$ cat src/rtl/tetris_pkg.sv
// Shared board-datapath definitions: default board geometry, collapse FSM
// state encoding and a saturating counter helper.
package tetris_pkg;

  localparam int unsigned ROWS_DEF = 23;
  localparam int unsigned COLS_DEF = 10;
  localparam int unsigned ADDR_W   = 5;
  localparam int unsigned LC_W     = 3;
  localparam int unsigned ST_W     = 3;

  localparam logic [2:0] ST_IDLE  = 3'd0;
  localparam logic [2:0] ST_SC_RD = 3'd1;
  localparam logic [2:0] ST_SC_CHK = 3'd2;
  localparam logic [2:0] ST_SH_RD = 3'd3;
  localparam logic [2:0] ST_SH_WR = 3'd4;
  localparam logic [2:0] ST_CLR   = 3'd5;
  localparam logic [2:0] ST_DONE  = 3'd6;

  // Increment that sticks at all-ones.
  function automatic logic [LC_W-1:0] sat_inc(input logic [LC_W-1:0] v);
    return (v == '1) ? v : v + LC_W'(1);
  endfunction

endpackage

$ cat src/rtl/row_full_detect.sv
// Full-row test for one board row word.
// Ports:
//   row    - row word, one bit per column
//   full_c - high when every column of the row is occupied (combinational)
module row_full_detect #(
  parameter int unsigned COLS = 10
) (
  input  logic [COLS-1:0] row,
  output logic            full_c
);

  assign full_c = &row;

endmodule

$ cat src/rtl/row_collapser.sv
// Line-clear sweep for the board RAM. Scans rows bottom-up; each full row is
// removed by copying every row above it down by one and clearing row 0, then
// the same index is rescanned to catch the row that just moved in.
// Ports:
//   clk, rst      - clock, asynchronous active-high reset
//   start         - request a sweep (accepted only when idle)
//   busy          - sweep in progress (low in the done cycle)
//   done          - one-cycle completion pulse
//   lines_cleared - rows removed in the last sweep, saturates at 7
//   mem_addr      - board RAM row address
//   mem_rdata     - RAM read data, one cycle after mem_addr
//   mem_we        - RAM write enable
//   mem_wdata     - RAM write data
module row_collapser
  import tetris_pkg::*;
#(
  parameter int unsigned ROWS = ROWS_DEF,
  parameter int unsigned COLS = COLS_DEF
) (
  input  logic              clk,
  input  logic              rst,
  input  logic              start,
  output logic              busy,
  output logic              done,
  output logic [LC_W-1:0]   lines_cleared,
  output logic [ADDR_W-1:0] mem_addr,
  input  logic [COLS-1:0]   mem_rdata,
  output logic              mem_we,
  output logic [COLS-1:0]   mem_wdata
);

  logic [ST_W-1:0]   state_q, state_d;
  logic [ADDR_W-1:0] row_q, row_d;
  logic [ADDR_W-1:0] r_q, r_d;
  logic [LC_W-1:0]   lc_q, lc_d;
  logic              busy_d, done_d, we_d;
  logic [ADDR_W-1:0] addr_d;
  logic              full_c;

  row_full_detect #(.COLS(COLS)) u_full (
    .row    (mem_rdata),
    .full_c (full_c)
  );

  // State and registered outputs.
  always_ff @(posedge clk or posedge rst) begin
    if (rst) begin
      state_q  <= ST_IDLE;
      row_q    <= '0;
      r_q      <= '0;
      lc_q     <= '0;
      busy     <= 1'b0;
      done     <= 1'b0;
      mem_we   <= 1'b0;
      mem_addr <= '0;
    end else begin
      state_q  <= state_d;
      row_q    <= row_d;
      r_q      <= r_d;
      lc_q     <= lc_d;
      busy     <= busy_d;
      done     <= done_d;
      mem_we   <= we_d;
      mem_addr <= addr_d;
    end
  end

  // Next state; outputs are derived from the next state so they line up
  // with the state register.
  always_comb begin
    state_d = state_q;
    row_d   = row_q;
    r_d     = r_q;
    lc_d    = lc_q;

    case (state_q)
      ST_IDLE: begin
        if (start) begin
          row_d   = ADDR_W'(ROWS - 1);
          lc_d    = '0;
          state_d = ST_SC_RD;
        end
      end
      ST_SC_RD: state_d = ST_SC_CHK;
      ST_SC_CHK: begin
        if (full_c) begin
          if (row_q == '0) begin
            state_d = ST_CLR;
          end else begin
            r_d     = row_q;
            state_d = ST_SH_RD;
          end
        end else if (row_q == '0) begin
          state_d = ST_DONE;
        end else begin
          row_d   = row_q - ADDR_W'(1);
          state_d = ST_SC_RD;
        end
      end
      ST_SH_RD: state_d = ST_SH_WR;
      ST_SH_WR: begin
        if (r_q == ADDR_W'(1)) begin
          state_d = ST_CLR;
        end else begin
          r_d     = r_q - ADDR_W'(1);
          state_d = ST_SH_RD;
        end
      end
      ST_CLR: begin
        lc_d    = sat_inc(lc_q);
        state_d = ST_SC_RD;
      end
      ST_DONE: state_d = ST_IDLE;
      default: state_d = ST_IDLE;
    endcase

    busy_d = (state_d != ST_IDLE) && (state_d != ST_DONE);
    done_d = (state_d == ST_DONE);
    we_d   = (state_d == ST_SH_WR) || (state_d == ST_CLR);

    case (state_d)
      ST_SC_RD: addr_d = row_d;
      ST_SH_RD: addr_d = r_d - ADDR_W'(1);
      ST_SH_WR: addr_d = r_d;
      default:  addr_d = '0;
    endcase
  end

  assign lines_cleared = lc_q;

  // Read data only becomes valid in SH_WR itself, so it is forwarded straight
  // to the write port; CLR and all other states drive zeros.
  assign mem_wdata = (state_q == ST_SH_WR) ? mem_rdata : '0;

endmodule

$ cat config.mk
export PLATFORM = sky130hd
export DESIGN_NAME = row_collapser
export DESIGN_NICKNAME = d
export VERILOG_FILES = /design/src/rtl/tetris_pkg.sv /design/src/rtl/row_full_detect.sv /design/src/rtl/row_collapser.sv
export SDC_FILE = /design/constraint.sdc
export NUM_CORES = 1
export LEC_CHECK = 0
export CAP_MARGIN = 40
export CORE_UTILIZATION = 54
export CTS_BUF_LIST = sky130_fd_sc_hd__clkbuf_16
export CTS_CLUSTER_DIAMETER = 60
export DETAILED_ROUTE_END_ITERATION = 10
export PLACE_DENSITY = 0.95
export SYNTH_ARGS = -nofsm -noshare
export SYNTH_HDL_FRONTEND = slang
export SYNTH_SLANG_ARGS = --single-unit
$ cat constraint.sdc
create_clock -name clk -period 4.6 [get_ports clk]
set_input_delay 1.38 -clock clk [delete_from_list [all_inputs] [get_ports clk]]
set_output_delay 1.38 -clock clk [all_outputs]
set_load 0.05 [all_outputs]
## Yosys cells after proc, flatten, opt, wreduce, memory -nomap -nowiden

Index checks and enable logic that the tools add are counted.

| operators by class | value |
|---|---|
| add/sub/neg operators | 4 |
| eq/ne operators | 15 |
| muxes and demuxes | 19 |
| reduce and logical (&&, ||, !) cells | 8 |

Operator list:

| operator | count |
|---|---|
| 5-bit two-way mux | 6 |
| 3-bit two-way mux | 7 |
| 5-bit one-hot mux with 2 select lines | 2 |
| 3-bit equality test, second input constant | 6 |
| 3-bit one-hot mux with 6 select lines | 1 |
| 5-bit one-hot mux with 3 select lines | 1 |
| 5-bit by 1-bit subtractor with 5-bit output, second input constant | 3 |
| 10-bit two-way mux | 1 |
| 10-bit AND reduction | 1 |
| 3-bit by 2-bit equality test with 1-bit output, second input constant | 3 |
| 3-bit by 1-bit equality test with 1-bit output, second input constant | 2 |
| 3-bit one-hot mux with 2 select lines | 1 |
| 5-bit by 1-bit equality test with 1-bit output, second input constant | 1 |
| 5-bit logical NOT | 1 |
| 2-bit inequality test, second input constant | 2 |
| 3-bit by 1-bit adder with 3-bit output, second input constant | 1 |
| 3-bit logical NOT | 1 |
| 3-bit inequality test, second input constant | 1 |
| 3-bit AND reduction | 1 |
| 3-bit nonzero test | 1 |
| 2-bit nonzero test | 1 |
| 1-bit logical AND | 1 |
| 1-bit logical OR | 1 |

| storage, ports and cells | value |
|---|---|
| register bits | 24 |
| input bits | 13 |
| output and inout bits | 21 |

## Logic depth before layout (Yosys ltp)

Gate-level depths: netlist of run 1.

| depth | value |
|---|---|
| depth after elaboration | 6 |
| mapped depth | 10 |

## Modules after synthesis

Synthesis of run 1 repeated with hierarchy kept, for this count alone.

| second synthesis, totals | value |
|---|---|
| cells, all modules | 157 |
| area, all modules | 1482.7 um2 |

Modules (own cells, without submodules):

| module | times used | cells each | area an instance (um2) |
|---|---|---|---|
| row_collapser | 1 | 153 | 1456.4 |
| row_full_detect | 1 | 4 | 26.3 |

## Worst setup path before layout of run 1

No wires, ideal clock.

| path | value |
|---|---|
| kind | input -> output |
| start point | in mem_rdata[0] |
| end point | out mem_wdata[0] |
| data arrival time | 1.787 ns |
| data required time | 3.220 ns |
| slack | 1.433 ns |
| stages on the path | 1 |
| path through | and2_1 |

| between the ends | value |
|---|---|
| longest elaborated chain between the ends | 1 |

Ends and longest elaborated chain:

| element | RTL line | text |
|---|---|---|
| start, declared | row_collapser.sv:27 | `input logic [COLS-1:0] mem_rdata,` |
| 10-bit two-way mux | row_collapser.sv:133 | `assign mem_wdata = (state_q == ST_SH_WR) ? mem_rdata : '0;` |
| end, declared | row_collapser.sv:29 | `output logic [COLS-1:0] mem_wdata` |

No other way between the ends.

## Worst setup path in the final report of run 1

| path | value |
|---|---|
| start point | in mem_rdata[5] |
| end point | out mem_wdata[5] |

Same word-level chain as after synthesis.

==> impl_results.md, run 1 <==
- Synth area leaders: dfrtp_1 38%, and2_1 5.2%, nand2_1 4.1%, ha_1 4.0%, a21oi_1 3.2%
- Worst setup startpoint: mem_rdata[5]
- # resized after CTS: 0
- Flop pwr share: 0.425
- Setup bufs post-CTS: 0
- Setup crit end kind: output pin
- Comb pwr share: 0.105
- CP required: 3220 ps
- Number of max-cap violations: 0
- DP Area: 1930 sq um
- Final worst slack: 361 ps
- Placed insts: 223
- Fin area: 2030 sq um
- CTS H-tree lvls: 1
- Mapped Cells: 163
- GRT Util Overall: 0.283
- Post-synth EDFFs: 0
- DRC violations left: 0
- Routability cong.: 0.931
- Fin cells: 227
- Initial core utilization: 0.568
- Post-synthesis net count: 181
- Sequential area share after synthesis: 0.383
- Routed vias: 1425
- Worst-Skew Late Latency: 260 ps
- Std-Cell Rows: 19
- Tmin final: 4240 ps
- Worst clock skew: 2.53 ps
- DP Worst Slack: 362 ps
- Post-Syn Area: 1570 sq um
- Run status: completed
- Via density: 6.28
- Reg2reg start: row_q[0]$_DFF_PP0_
- # IOs: 34
- Setup violators final: 0
- Slew headroom: 0.590
- Top cells by count, synth: 24 x dfrtp_1, 17 x nand2_1, 13 x and2_1
- Max Fanout on Critical Path: 2
- Arr. time, crit path: 2860 ps
- Seq cells post-synth: 24
- Total power: 0.519 mW
- Die area: 3120 sq um
- Most common cell in the netlist: dfrtp_1
- Reg2reg path depth: 9
- Static Leak: 0.841 nW
- Synth area leader: dfrtp_1
- Pin count of the biggest net entering global routing: 19
- Sw Share: 0.206
- Core area: 2760 sq um
- Fin crit share: 0.922
- Synth top area share: 0.383
- Sequential cell area: 601 sq um
- Syn. warnings: 0
- Main synth FF type: dfrtp_1
- Clk buf depth: 2
- Fin nets: 215
- Dpl hpwl: 2950 um
- Clock transition at path regs: 60 ps
- Hold path startpoint: lines_cleared[1]$_DFFE_PP0P_
- Async S/R FF share, synth: 1.00
- First-pass GRT wire length: 6920 um
- Antenna violations before repair: 0
- CTS root buffer: clkbuf_16
- Worst hold path type: register to register
- TritonCTS buffer count: 3
- Hold Path Depth: 1
- Clk sinks: 24
- Synthesized area per cell: 9.61 sq um
- F_max: 236 MHz
- Area Growth Syn to Fin: 29.6%
- Maximum VDD drop: 323 uV
- Number of diodes: 0
- Gr ovfl total: 0
- Max Slew Vio Count: 0
- Internal: 0.412 mW
- Clock network power share: 0.470
- Critical Path Start Type: input port
- Worst-Margin Slew: 606 ps
- CTS tree: yes
- Routed length per instance: 17.6 um
- PortBufs: 33
- Share of layout cells above drive strength 1: 0.138
- Final Hold Fails: 0
- Crit Path Category: input port to output pin
- Vert. Die Dim: 55.9 um
- Vias in the first global route: 1500
- ANT nets after route: 0
- Area of the multi-input gates: 876 sq um
- RSZ-0062 raised after global routing: no
- Synth cell types: 53
- Detailed Route WL: 4000 um
- P_sw: 0.107 mW
- Drt initial violations: 81
- Die Wd: 55.9 um
- Setup TNS: 0 ps
- PwrDens: 256 nW/um^2
- Total iterations of the first detailed-routing run: 4
- Number of fill cells: 187
- CTS Hold Bufs: 0
-- registers in the layout (all words and copies together) (netlist names) --
name and flops:
mem_we 1, busy 1, state_q 3, r_q 5, mem_addr 5, row_q 5
lines_cleared 3, done 1
-- final cells by class --
type	count	area share
multi-input cells	121	0.431
flip-flops and latches	24	0.296
repair buffers	35	0.180
clock buffers	3	0.0370
inverters	12	0.0222
well taps	31	0.0191
clock inverters	1	0.0148
-- path summary, 6_finish.rpt --
check / to / slack (ps)
worst max-delay path: mem_wdata[5] / 360
worst max register to register: mem_addr[4]$_DFF_PP0_ / 1920
worst min register to register: lines_cleared[1]$_DFFE_PP0P_ / 530
worst min-delay path: lines_cleared[1]$_DFFE_PP0P_ / 530
min in group asynchronous: state_q[0]$_DFF_PP0_ / 1380
max in group asynchronous: r_q[1]$_DFF_PP0_ / 2830
-- cell families after synthesis --
kind of cell / share of synthesized area
adders and majority gates: 0.0399
buffers and inverters: 0.0575
DFF: 0.383
muxes: 0.00719
and+or+nand+nor: 0.306
xor gates and xnor gates: 0.0168
AOI/OAI and AO/OA: 0.189
-- metal layers --
metal,share of wire,vias to the layer above,track usage
met3,0.066,21,0.0674
met1,0.38,674,0.337
met4,0.040,0,0.157
met5,0,-,0
li1,-,656,-
met2,0.52,74,0.472
-- stage by stage --
| step | hold slack (ps) | util |
|---|---|---|
| 3_5_place_dp | 508 | 0.698 |
| 3_3_place_gp | 512 | 0.688 |
| 5_1_grt | 548 | 0.736 |
| 2_1_floorplan | 517 | - |
| 4_1_cts | 530 | 0.736 |
| 6_report | 527 | 0.736 |
-- placed cells by master (no fill, tap or decap), types with 3 or more instances in the layout --
cell type	count
dfrtp_1	24
and2_1	13
clkdlybuf4s50_1	33
nor2b_1	3
nand2_1	17
clkbuf_16	3
a21oi_1	10
nor3_1	7
nor2_1	11
ha_1	5
inv_1	10
a22o_1	3
o21ai_0	4
-- worst max-delay path, cell delays in order --
cell	delay, ps
clkdlybuf4s50_1	510
and2_1	150
clkdlybuf4s50_1	810
-- power by group through the flow --
stage	clock network [mW]	registers, mW	logic [mW]
after floorplan	0	0.233	0.0173
after global placement	0	0.224	0.0482
after detailed placement	0	0.224	0.0531
after CTS	0.248	0.220	0.0544
after global routing	0.253	0.221	0.0579
final	0.244	0.221	0.0543
No activity file was read; power rests on OpenSTA's default activity.
==> inputs of run 2 (changes only) <==
--- a/config.mk
+++ b/config.mk
@@ -6,9 +6,10 @@
 export NUM_CORES = 1
 export LEC_CHECK = 0
 export CAP_MARGIN = 40
-export CORE_UTILIZATION = 54
+export CELL_PAD_IN_SITES_DETAIL_PLACEMENT = 2
+export CELL_PAD_IN_SITES_GLOBAL_PLACEMENT = 2
+export CORE_UTILIZATION = 33
 export CTS_BUF_LIST = sky130_fd_sc_hd__clkbuf_16
-export CTS_CLUSTER_DIAMETER = 60
 export DETAILED_ROUTE_END_ITERATION = 10
 export PLACE_DENSITY = 0.95
 export SYNTH_ARGS = -nofsm -noshare
==> impl_results.md, run 2 (synthesis gave the netlist of run 1 again) <==
- Routed vias: 1376
- Run status: completed
- Setup bufs post-CTS: 0
- Critical Path Start Type: input port
- Drt initial violations: 51
- # IOs: 34
- GRT Util Overall: 0.206
- Most common cell after layout, fill and taps aside: clkdlybuf4s50_1
- Detailed Route WL: 4700 um
- Core area: 4440 sq um
- PortBufs: 33
- CTS H-tree lvls: 1
- # resized after CTS: 0
- Max Slew Vio Count: 0
- Largest regs: mem_addr (5), r_q (5), row_q (5)
- Total power: 0.457 mW
- Setup TNS: 0 ps
- F_max: 235 MHz
- Via density: 5.57
- CP required: 3220 ps
- TritonCTS buffer count: 3
- Dpl hpwl: 3670 um
- Reg2reg start: state_q[1]$_DFF_PP0_
- Number of max-cap violations: 0
- Clock transition at path regs: 60 ps
- Routability cong.: 0.798
- Fin nets: 215
- Tmin final: 4250 ps
- First-pass GRT wire length: 8110 um
- Slew headroom: 0.518
- Critical path endpoint: mem_wdata[7]
- Vert. Die Dim: 70.9 um
- CTS root buffer: clkbuf_16
- Static Leak: 0.824 nW
- Worst setup startpoint: mem_rdata[7]
- Max Fanout on Critical Path: 2
- RSZ-0062 raised after global routing: no
- Total iterations of the first detailed-routing run: 6
- Clk buf depth: 2
- Fin crit share: 0.924
- Arr. time, crit path: 2870 ps
- Vias in the first global route: 1607
- Worst-Margin Slew: 713 ps
- CTS tree: yes
- Maximum VDD drop: 223 uV
- Gr ovfl total: 0
- Clk sinks: 24
- DRC violations left: 0
- Die area: 5030 sq um
- Die Wd: 70.9 um
- Antenna violations before repair: 0
- Worst hold path type: register to register
- CTS Hold Bufs: 0
- Crit Path Category: input port to output pin
- Most frequent cells in the layout: 32 x clkdlybuf4s50_1, 24 x dfrtp_1, 17 x nand2_1, 13 x and2_1, 11 x nor2_1
- Pin count of the biggest net entering global routing: 17
- Area Growth Syn to Fin: 28.4%
- Share of layout cells above drive strength 1: 0.138
- Worst-Skew Late Latency: 250 ps
- ANT nets after route: 0
- Setup violators final: 0
- Routed length per instance: 19.0 um
- PwrDens: 227 nW/um^2
- Final Hold Fails: 0
- Flop-to-flop setup slack: 1910 ps
- Initial core utilization: 0.352
- Std-Cell Rows: 24
- Worst r2r dst: mem_addr[4]$_DFF_PP0_
- Worst clock skew: 1.52 ps
- Reg2reg path depth: 7
- Setup crit end kind: output pin
- Number of fill cells: 497
- Number of diodes: 0
-- run 2: cell types whose count changed in the layout (fill, tap and decap cells not counted), sizes merged --
cell,delta
buf,+1
clkdlybuf4s50,-1
bufinv,-1
-- run 2: power by group --
part	internal [mW]	total, mW	switching, mW	leakage [nW]
clock network	0.115	0.184	0.0694	0.0370
registers	0.216	0.221	0.00458	0.297
logic	0.0219	0.0521	0.0302	0.490
total	0.353	0.457	0.104	0.824
-- run 2: worst max-delay path, stage by stage --
cell and delay, ps:
clkdlybuf4s50_1 530, and2_1 150, clkdlybuf4s50_1 810
-- run 2: metal layers --
layer,wire length [um],GRT usage
met1,2030,0.254
met2,2530,0.386
met3,98,0.0356
met4,38,0.0244
met5,0,0
-- run 2: stage by stage --
stage	worst slack [ps]	instances	area, sq um	hold slack, ps	utilization
6_report	351	247	2010	530	0.453
5_1_grt	297	247	2010	546	0.453
4_1_cts	338	247	2010	535	0.453
3_5_place_dp	334	244	1940	517	0.436
3_3_place_gp	375	243	1920	511	0.432
2_1_floorplan	1430	163	1570	517	-
-- run 2: final cells by class --
cell class | instances | area, sq um | share of cell area
well taps | 52 | 65.1 | 0.0323
repair buffers | 35 | 350 | 0.174
clock buffers | 3 | 75.1 | 0.0373
multi-input cells | 121 | 876 | 0.435
flip-flops and latches | 24 | 601 | 0.299
inverters | 12 | 45.0 | 0.0224
-- run 2: worst min-delay path by stage --
stage	end	slack (ps)	cells after the start	start
after floorplan	row_q[1]$_DFF_PP0_	520	1	row_q[1]$_DFF_PP0_
after global placement	lines_cleared[2]$_DFFE_PP0P_	510	1	lines_cleared[2]$_DFFE_PP0P_
after detailed placement	lines_cleared[2]$_DFFE_PP0P_	520	1	lines_cleared[2]$_DFFE_PP0P_
after CTS	lines_cleared[2]$_DFFE_PP0P_	530	1	lines_cleared[2]$_DFFE_PP0P_
after global routing	lines_cleared[2]$_DFFE_PP0P_	550	1	lines_cleared[2]$_DFFE_PP0P_
final	lines_cleared[2]$_DFFE_PP0P_	530	1	lines_cleared[2]$_DFFE_PP0P_
==> inputs of run 3 (changes only) <==
--- a/config.mk
+++ b/config.mk
@@ -5,7 +5,6 @@
 export SDC_FILE = /design/constraint.sdc
 export NUM_CORES = 1
 export LEC_CHECK = 0
-export CAP_MARGIN = 40
 export CELL_PAD_IN_SITES_DETAIL_PLACEMENT = 2
 export CELL_PAD_IN_SITES_GLOBAL_PLACEMENT = 2
 export CORE_UTILIZATION = 33
==> impl_results.md, run 3 (synthesis gave the netlist of run 1 again) <==
- Critical Path Start Type: input port
- First-pass GRT wire length: 8050 um
- CP required: 3220 ps
- PortBufs: 33
- Via density: 5.63
- Largest regs: mem_addr (5), r_q (5), row_q (5)
- Max Slew Vio Count: 0
- Tmin final: 4250 ps
- Detailed Route WL: 4690 um
- Slew headroom: 0.387
- Comb pwr share: 0.111
- Routed length per instance: 19.1 um
- Internal: 0.352 mW
- Die area: 5030 sq um
- Pin count of the biggest net entering global routing: 25
- Final Hold Fails: 0
- Max Fanout on Critical Path: 2
- Placed insts: 243
- Flop-to-flop setup slack: 1890 ps
- Worst r2r dst: mem_addr[4]$_DFF_PP0_
- Worst-Margin Slew: 918 ps
- CTS tree: yes
- Antenna violations before repair: 0
- Hold path endpoint: lines_cleared[2]$_DFFE_PP0P_
- Vias in the first global route: 1608
- Fin nets: 214
- Clock network power share: 0.407
- Reg2reg start: state_q[1]$_DFF_PP0_
- Setup TNS: 0 ps
- Run status: completed
- Die Wd: 70.9 um
- Wl on met1: 1990 um
- Vert. Die Dim: 70.9 um
- Drt initial violations: 57
- Crit Path Category: input port to output pin
- Setup crit end kind: output pin
- Setup violators final: 0
- Routed vias: 1386
- Routability cong.: 0.798
- WL met2: 2560 um
- ANT nets after route: 0
- Clock transition at path regs: 60 ps
- # resized after CTS: 0
- DRC violations left: 0
- P_sw: 0.105 mW
- Sw Share: 0.231
- Fin cells: 246
- Number of max-cap violations: 0
- PwrDens: 229 nW/um^2
- Clk buf depth: 2
- Worst clock skew: 1.86 ps
- Most frequent cells in the layout: 32 x clkdlybuf4s50_1, 24 x dfrtp_1, 17 x nand2_1, 13 x and2_1, 11 x nor2_1
- DR WL met3: 106 um
- CTS H-tree lvls: 1
- F_max: 235 MHz
- Hold Path Depth: 1
- Area Growth Syn to Fin: 27.5%
- Maximum VDD drop: 149 uV
- Total iterations of the first detailed-routing run: 6
- Most common cell after layout, fill and taps aside: clkdlybuf4s50_1
- Dpl hpwl: 3640 um
- CTS root buffer: clkbuf_16
- Gr ovfl total: 0
- Initial core utilization: 0.352
- CTS Hold Bufs: 0
- TritonCTS buffer count: 3
- Reg2reg path depth: 7
- Setup bufs post-CTS: 0
- Clk sinks: 24
- RSZ-0062 raised after global routing: no
- GRT Util Overall: 0.206
- Arr. time, crit path: 2870 ps
- Fin area: 2000 sq um
- Number of diodes: 0
- Static Leak: 0.817 nW
- # IOs: 34
- Hold path startpoint: lines_cleared[2]$_DFFE_PP0P_
- Worst hold path type: register to register
- Fin crit share: 0.924
- Flop pwr share: 0.483
- Finished Core Util: 0.449
- Core area: 4440 sq um
- DP Area: 1920 sq um
- Share of layout cells above drive strength 1: 0.134
- Std-Cell Rows: 24
- Total power: 0.457 mW
- Uppermost layer routed: met4
- Worst-Skew Late Latency: 250 ps
run 3: cell count changes in the layout (fill, tap and decap cells not counted):
cell / previous run / this run
buf_8: 1 / 0
run 3: worst max-delay path, cell delays in order:
cell and delay (ps):
clkdlybuf4s50_1 540, and2_1 150, clkdlybuf4s50_1 810
run 3: layout make-up:
cell class / instances / area, sq um
Fill cell: 494 / 2450
Multi-Input combinational cell: 121 / 876
Sequential cell: 24 / 601
Timing Repair Buffer: 34 / 335
Clock buffer: 3 / 75.1
Tap cell: 52 / 65.1
Inverter: 12 / 45.0
run 3: through the flow:
stage	worst slack, ps	hold slack [ps]
finish	351	531
global route	297	546
CTS	341	535
detailed placement	336	515
global placement	375	511
floorplan	1430	517
run 3: power by group through the flow:
stage	clock, mW	combinational (mW)	sequential, mW
final	0.186	0.0506	0.221
after global routing	0.200	0.0548	0.221
after CTS	0.194	0.0516	0.221
after detailed placement	0	0.0514	0.224
after global placement	0	0.0493	0.224
after floorplan	0	0.0173	0.233
run 3: worst max path at each step:
stage	cells past startpoint	to	from	slack, ps
6_report	3	mem_wdata[7]	mem_rdata[7]	350
3_3_place_gp	3	mem_wdata[3]	mem_rdata[3]	370
5_1_grt	3	mem_wdata[2]	mem_rdata[2]	300
4_1_cts	3	mem_wdata[7]	mem_rdata[7]	340
3_5_place_dp	3	mem_wdata[7]	mem_rdata[7]	340
2_1_floorplan	1	mem_wdata[0]	mem_rdata[0]	1430
run 3: metal layers:
| layer | vias up | track usage |
|---|---|---|
| met3 | 6 | 0.0313 |
| met4 | 0 | 0.0356 |
| met2 | 21 | 0.390 |
| met1 | 711 | 0.247 |
| li1 | 648 | - |
| met5 | - | 0 |
